**src/rtl/paddle_pkg.sv**
```systemverilog
// Shared constants, FSM state encoding and palette index type for the paddle sprite read path.
package paddle_pkg;

    localparam int SPRITE_W = 200;
    localparam int SPRITE_H = 150;
    localparam int ADDR_W   = 19;

    localparam logic [10:0] W11   = 11'(SPRITE_W);
    localparam logic [10:0] H11   = 11'(SPRITE_H);
    localparam logic [10:0] H_VIS = 11'd640;
    localparam logic [10:0] V_VIS = 11'd480;

    localparam logic [ADDR_W-1:0] ADDR_MAX = ADDR_W'(SPRITE_W * SPRITE_H - 1);

    typedef enum logic [2:0] {
        IDLE,
        PRE_SPAN,
        SPAN,
        POST_SPAN,
        DONE
    } state_t;

    typedef logic [1:0] pal_idx_t;

    // Displayed sprite extent after the depth shrink.
    function automatic logic [10:0] shrink(input logic [10:0] full, input logic [1:0] s);
        return full >> s;
    endfunction

endpackage

```
**src/rtl/sprite_palette.sv**
```systemverilog
// Palette lookup: maps a 2-bit sprite index to RGB, index 0 transparent.
// Latency: one pix_en strobe, output registered.
// No backpressure: updates on every strobe, holds between strobes.
module sprite_palette
    import paddle_pkg::*;
#(
    parameter logic [23:0] PAL1 = 24'hFFFFFF,
    parameter logic [23:0] PAL2 = 24'hFF0000,
    parameter logic [23:0] PAL3 = 24'h0000FF
) (
    input  logic        Clk,
    input  logic        Reset_n,
    input  logic        en,
    input  logic        vld,
    input  pal_idx_t    idx,
    output logic        opaque,
    output logic [23:0] rgb
);

    logic        opaque_q;
    logic [23:0] rgb_q;
    logic        opaque_d;
    logic [23:0] rgb_d;

    always_comb begin
        opaque_d = vld && (idx != 2'd0);
        rgb_d    = 24'h000000;
        if (opaque_d) begin
            case (idx)
                2'd1:    rgb_d = PAL1;
                2'd2:    rgb_d = PAL2;
                2'd3:    rgb_d = PAL3;
                default: rgb_d = 24'h000000;
            endcase
        end
    end

    always_ff @(posedge Clk or negedge Reset_n) begin
        if (!Reset_n) begin
            opaque_q <= 1'b0;
            rgb_q    <= 24'h000000;
        end else if (en) begin
            opaque_q <= opaque_d;
            rgb_q    <= rgb_d;
        end
    end

    assign opaque = opaque_q;
    assign rgb    = rgb_q;

endmodule

```
**src/rtl/paddle_sprite_reader.sv**
```systemverilog
// Paddle sprite reader: raster-tracking RAM address generator plus palette mapping with depth scale.
// Latency: colour and DrawX_d/DrawY_d appear one pixel strobe after the raster position.
// No backpressure: raster-locked, state advances only on pix_en, RAM read every Clk.
module paddle_sprite_reader
    import paddle_pkg::*;
#(
    parameter logic [23:0] PAL1 = 24'hFFFFFF,
    parameter logic [23:0] PAL2 = 24'hFF0000,
    parameter logic [23:0] PAL3 = 24'h0000FF
) (
    input  logic              Clk,
    input  logic              Reset_n,
    input  logic              pix_en,
    input  logic [9:0]        DrawX,
    input  logic [9:0]        DrawY,
    input  logic [9:0]        PaddleX,
    input  logic [9:0]        PaddleY,
    input  logic [1:0]        scale,
    output logic [ADDR_W-1:0] read_address,
    input  logic [1:0]        ram_data,
    output logic              is_paddle,
    output logic [7:0]        Red,
    output logic [7:0]        Green,
    output logic [7:0]        Blue,
    output logic [9:0]        DrawX_d,
    output logic [9:0]        DrawY_d
);

    state_t            state_q;
    logic [9:0]        px_q, py_q;
    logic [1:0]        s_q;
    logic              armed_q;
    logic [ADDR_W-1:0] row_base_q;
    logic [ADDR_W-1:0] addr_q;
    logic              v0_q;
    logic [9:0]        dx_q, dy_q;
    logic [9:0]        dxd_q, dyd_q;

    logic              frame_start, line_start;
    logic [9:0]        px_e, py_e;
    logic [1:0]        s_e;
    logic [10:0]       x11, y11, px11, py11, dw, dh;
    logic              row_in, col_in, in_sprite, span_end;
    logic [ADDR_W-1:0] row_step, col_step, addr_inc, addr_d, row_base_d;
    logic [23:0]       rgb;

    assign frame_start = (DrawX == 10'd0) && (DrawY == 10'd0);
    assign line_start  = (DrawX == 10'd0);

    // On the frame-start strobe, decisions use the values being latched this cycle.
    assign px_e = frame_start ? PaddleX : px_q;
    assign py_e = frame_start ? PaddleY : py_q;
    assign s_e  = frame_start ? scale   : s_q;

    assign x11  = {1'b0, DrawX};
    assign y11  = {1'b0, DrawY};
    assign px11 = {1'b0, px_e};
    assign py11 = {1'b0, py_e};
    assign dw   = shrink(W11, s_e);
    assign dh   = shrink(H11, s_e);

    assign row_in    = (y11 >= py11) && (y11 < py11 + dh) && (y11 < V_VIS) && (px11 < H_VIS);
    assign col_in    = (x11 >= px11) && (x11 < px11 + dw) && (x11 < H_VIS);
    assign in_sprite = (frame_start || armed_q) && row_in && col_in;
    assign span_end  = (x11 == px11 + dw - 11'd1) || (x11 == H_VIS - 11'd1);

    assign row_step   = ADDR_W'(W11) << s_q;
    assign col_step   = ADDR_W'(1) << s_q;
    assign addr_inc   = addr_q + col_step;
    assign addr_d     = (addr_inc > ADDR_MAX) ? ADDR_MAX : addr_inc;
    assign row_base_d = row_base_q + row_step;

    always_ff @(posedge Clk or negedge Reset_n) begin
        if (!Reset_n) begin
            state_q    <= IDLE;
            px_q       <= '0;
            py_q       <= '0;
            s_q        <= '0;
            armed_q    <= 1'b0;
            row_base_q <= '0;
            addr_q     <= '0;
            v0_q       <= 1'b0;
            dx_q       <= '0;
            dy_q       <= '0;
            dxd_q      <= '0;
            dyd_q      <= '0;
        end else if (pix_en) begin
            v0_q  <= in_sprite;
            dx_q  <= DrawX;
            dy_q  <= DrawY;
            dxd_q <= dx_q;
            dyd_q <= dy_q;
            if (frame_start) begin
                px_q       <= PaddleX;
                py_q       <= PaddleY;
                s_q        <= scale;
                armed_q    <= 1'b1;
                row_base_q <= '0;
                if (!row_in) begin
                    state_q <= IDLE;
                end else if (px_e == 10'd0) begin
                    state_q <= SPAN;
                    addr_q  <= '0;
                end else begin
                    state_q <= PRE_SPAN;
                end
            end else begin
                case (state_q)
                    IDLE: begin
                        // Stays here after a reset until a frame start re-arms the block.
                        if (armed_q && line_start && row_in) begin
                            if (px_e == 10'd0) begin
                                state_q <= SPAN;
                                addr_q  <= row_base_q;
                            end else begin
                                state_q <= PRE_SPAN;
                            end
                        end
                    end
                    PRE_SPAN: begin
                        if (DrawX == px_q) begin
                            state_q <= SPAN;
                            addr_q  <= row_base_q;
                        end
                    end
                    SPAN: begin
                        addr_q <= addr_d;
                        if (span_end) begin
                            state_q <= POST_SPAN;
                        end
                    end
                    POST_SPAN: begin
                        if (line_start) begin
                            if (!row_in) begin
                                state_q <= DONE;
                            end else begin
                                row_base_q <= row_base_d;
                                if (px_q == 10'd0) begin
                                    state_q <= SPAN;
                                    addr_q  <= row_base_d;
                                end else begin
                                    state_q <= PRE_SPAN;
                                end
                            end
                        end
                    end
                    DONE: begin
                    end
                    default: state_q <= IDLE;
                endcase
            end
        end
    end

    sprite_palette #(
        .PAL1(PAL1),
        .PAL2(PAL2),
        .PAL3(PAL3)
    ) u_palette (
        .Clk    (Clk),
        .Reset_n(Reset_n),
        .en     (pix_en),
        .vld    (v0_q),
        .idx    (ram_data),
        .opaque (is_paddle),
        .rgb    (rgb)
    );

    assign read_address = addr_q;
    assign Red          = rgb[23:16];
    assign Green        = rgb[15:8];
    assign Blue         = rgb[7:0];
    assign DrawX_d      = dxd_q;
    assign DrawY_d      = dyd_q;

endmodule

```
**config.mk**
```make
export PLATFORM = sky130hd
export DESIGN_NAME = paddle_sprite_reader
export DESIGN_NICKNAME = d
export VERILOG_FILES = /design/src/rtl/paddle_pkg.sv /design/src/rtl/sprite_palette.sv /design/src/rtl/paddle_sprite_reader.sv
export SDC_FILE = /design/constraint.sdc
export NUM_CORES = 1
export LEC_CHECK = 0
export CORE_AREA = 5 5 180 182
export DETAILED_ROUTE_END_ITERATION = 10
export DIE_AREA = 0 0 185 187
export GPL_ROUTABILITY_DRIVEN = 1
export PLACE_DENSITY = 0.44
export SYNTH_ARGS = -nofsm -noshare
export SYNTH_HDL_FRONTEND = slang
export SYNTH_SLANG_ARGS = --single-unit
```
**constraint.sdc**
```tcl
create_clock -name Clk -period 13.2 [get_ports Clk]
set_input_delay 2.64 -clock Clk [delete_from_list [all_inputs] [get_ports Clk]]
set_output_delay 2.64 -clock Clk [all_outputs]
set_load 0.02 [all_outputs]
```
==> run summary <==
switch share: 33.1%
Final min period: 8.71 ns
layout cell share with drive strength beyond 1: 12.0%
Clk pwr share: 32.4%
Routed wire per std cell: 17.9 um
CTS sink count: 106
nets: 1133
worst hold margin: 0.506 ns
top_reg_cell synth: dfrtp_1
Comb pwr share: 24.4%
CTS tree: done
worst-path fanout max: 38
syn_nets: 1068
register area: 0.00265 mm2
Total GRT Usage: 14.4%
sequential area share after synthesis: 30.4%
n_diodes: 0
DRC viols: 0
post-route ant nets: 0
PD cells: 86.9 mW/mm2
CTS Buf Count: 9
CTS Hold Bufs: 0
crit path kind: in2reg
via count: 7264
Clock Path Buffers: 2
DP HPWL: 18700 um
Req. time, crit path: 13.45 ns
Worst VDD drop: 0.0645 mV
max_cap viols: 0
number of vias per cell: 5.16
Post-CTS Setup Bufs: 0
syn avg cell area: 9.25 um2
LEAKAGE: 4.54 nW
status: complete, no violations
FF+latch count, synth: 106
Sw Pwr: 297 uW
synthesized instance count: 943
Unique masters post-synth: 89
Hold WC Path Type: reg2reg
First DRT Iteration DRCs: 428
total die area: 0.0346 mm2
Die H: 187 um
Pins Over Slew Limit: 0
placer's final routability congestion estimate: 0.806
Worst-path clk slew: 0.09 ns
CP arrival: 8.96 ns
worst skew pair latency: 0.37 ns
Overflow after GRT: 0
Post-synth EDFFs: 0
max_slew headroom: 22.2%
final core utilization: 33.9%
Worst Setup End Kind: flip-flop
root buffer cell: clkbuf_16
Fin Setup TNS: 0 ns
Cell Area, Synth: 0.00872 mm2
measured slew at the worst slew-check pin: 1.16 ns
Ys Warns: 0
number of global-route vias before repair: 7182
Pint: 600 uW
H-tree depth: 3
filler instances: 3167
Pre-antenna DRT Iters: 5
crit share post-route: 66.0%
f_max: 115 MHz
critical path launch point type: input pin
num ports: 111
final hold violation count: 0
Core Area: 0.0304 mm2
die width: 185 um
largest net degree at the start of global routing: 63
area of the multi-input gates: 0.00554 mm2
async set-or-reset flop fraction in the synthesized netlist: 100%
first-pass GRT wire length: 40300 um
count of port buffers added during placement: 110
post_cts resized: 0
Clock Skews: 0.0202 ns
Initial Util: 28.7%
Setup-failing EPs final: 0
antenna violations before repair: 0
Seq pwr share: 43.2%
WL final: 25200 um
Area Growth Syn to Fin: 18.3%
Rows: 64
RSZ-0062 raised after global routing: no
-- synth_stat cells (16+ instances only) --
| cell | n | share of area [%] |
|---|---|---|
| dfrtp_1 | 106 | 30 |
| ha_1 | 76 | 11 |
| nand2_1 | 72 | 3.1 |
| mux2_2 | 66 | 8.5 |
| o21ai_0 | 59 | 3.4 |
| nor2_1 | 53 | 2.3 |
| inv_1 | 52 | 2.2 |
| a21oi_1 | 41 | 2.4 |
| xnor2_1 | 29 | 2.9 |
| a21o_1 | 25 | 2.2 |
| buf_4 | 23 | 2.0 |
| clkbuf_1 | 22 | 0.95 |
| o31ai_1 | 20 | 1.7 |
| nand3_1 | 19 | 1.1 |
| xor2_1 | 18 | 1.8 |
| mux2i_1 | 17 | 2.0 |
| nand2b_1 | 16 | 1.1 |
-- per-layer routing --
layer	routed length [um]	global-route usage, %
met2	11900	23.8
met3	913	2.12
met1	12100	20.2
met5	0	0
met4	309	2.82
-- final cells by class --
| class | instances | area share, % |
|---|---|---|
| Sequential cell | 106 | 25.7 |
| Tap cell | 396 | 4.80 |
| Clock buffer | 9 | 2.18 |
| Multi-Input combinational cell | 724 | 53.7 |
| Inverter | 52 | 1.89 |
| Timing Repair Buffer | 115 | 11.0 |
| Clock inverter | 7 | 0.764 |
-- sequential cells by signal (all words and copies together) (netlist names), 10 cells and up --
| signal | count |
|---|---|
| read_address | 19 |
| row_base_q | 16 |
| DrawX_d | 10 |
| DrawY_d | 10 |
| dx_q | 10 |
| dy_q | 10 |
| px_q | 10 |
| py_q | 10 |
-- per-stage QoR --
step                cells  worst slack [ns]  total power [mW]  cell area (um2)
floorplan             943              5.15             0.510             8720
detailed placement   1393              4.15             0.616            10000
global placement     1393              4.25             0.615            10000
finish               1409              4.49             0.897            10300
CTS                  1409              4.51             0.916            10300
global route         1409              3.80             0.951            10300
-- power groups by stage --
stage,Sequential (mW),Combinational (mW),Clock [mW]
6_report,0.388,0.219,0.291
5_1_grt,0.394,0.241,0.316
4_1_cts,0.388,0.222,0.305
3_5_place_dp,0.394,0.221,0
3_3_place_gp,0.394,0.221,0
2_1_floorplan,0.417,0.0936,0
-- placed cells by master (no fill, tap or decap), drive strengths merged, types with 5 or more instances in the layout --
master	n
a211oi	8
a21o	25
a21oi	42
a31oi	14
and2	8
and3	13
buf	7
clkbuf	9
clkdlybuf4s50	108
dfrtp	106
ha	76
inv	56
mux2	66
mux2i	20
nand2	73
nand2b	16
nand3	21
nand4	9
nor2	53
nor2b	11
nor3	13
nor4	14
o211ai	7
o21a	14
o21ai	63
o21bai	5
o31ai	20
or3	8
xnor2	29
xor2	18
-- path summary, 6_finish.rpt --
kind,slack (ns),start,cells past startpoint,to
worst max-delay path,4.49,DrawX[3],26,read_address[18]
worst min-delay path,0.51,dx_q[2],1,DrawX_d[2]
worst max register to register,8.24,s_q[1],22,read_address[18]
worst min register to register,0.51,dx_q[2],1,DrawX_d[2]
max in group asynchronous,9.62,Reset_n,2,dy_q[6]
min in group asynchronous,2.29,Reset_n,1,read_address[1]
-- critical path: stages --
cell and delay (ns):
clkdlybuf4s50_1 0.65, nor4_2 0.43, nand3_2 0.23, nor2_4 0.25, buf_4 0.46, nor2_1 0.08, a21o_1 0.23, ha_1 0.36
ha_1 0.22, inv_1 0.07, a31oi_1 0.06, o21ai_0 0.22, a21oi_1 0.09, o21ai_0 0.23, a21boi_0 0.12, o21ai_0 0.23
a21boi_0 0.13, o21bai_1 0.17, xnor2_1 0.09, ha_1 0.31, o211ai_1 0.09, o21a_1 0.23, o31a_1 0.38, o221ai_2 0.18
buf_4 0.38, mux2_2 0.38
-- cell families (layout without fill, tap and decap cells) --
kind of cell             after synthesis  in the layout  synth area share (%)
AO/OA/AOI/OAI                        256            256                  20.7
AND/OR/NAND/NOR                      255            255                  15.3
buffers and inverters                113            183                  6.13
flip-flops                           106            106                  30.4
multiplexers                          86             86                  10.9
adder cells (fa/ha/maj)               79             79                  11.5
XOR/XNOR                              48             48                  4.98
Power figures use the tool's default switching activity.
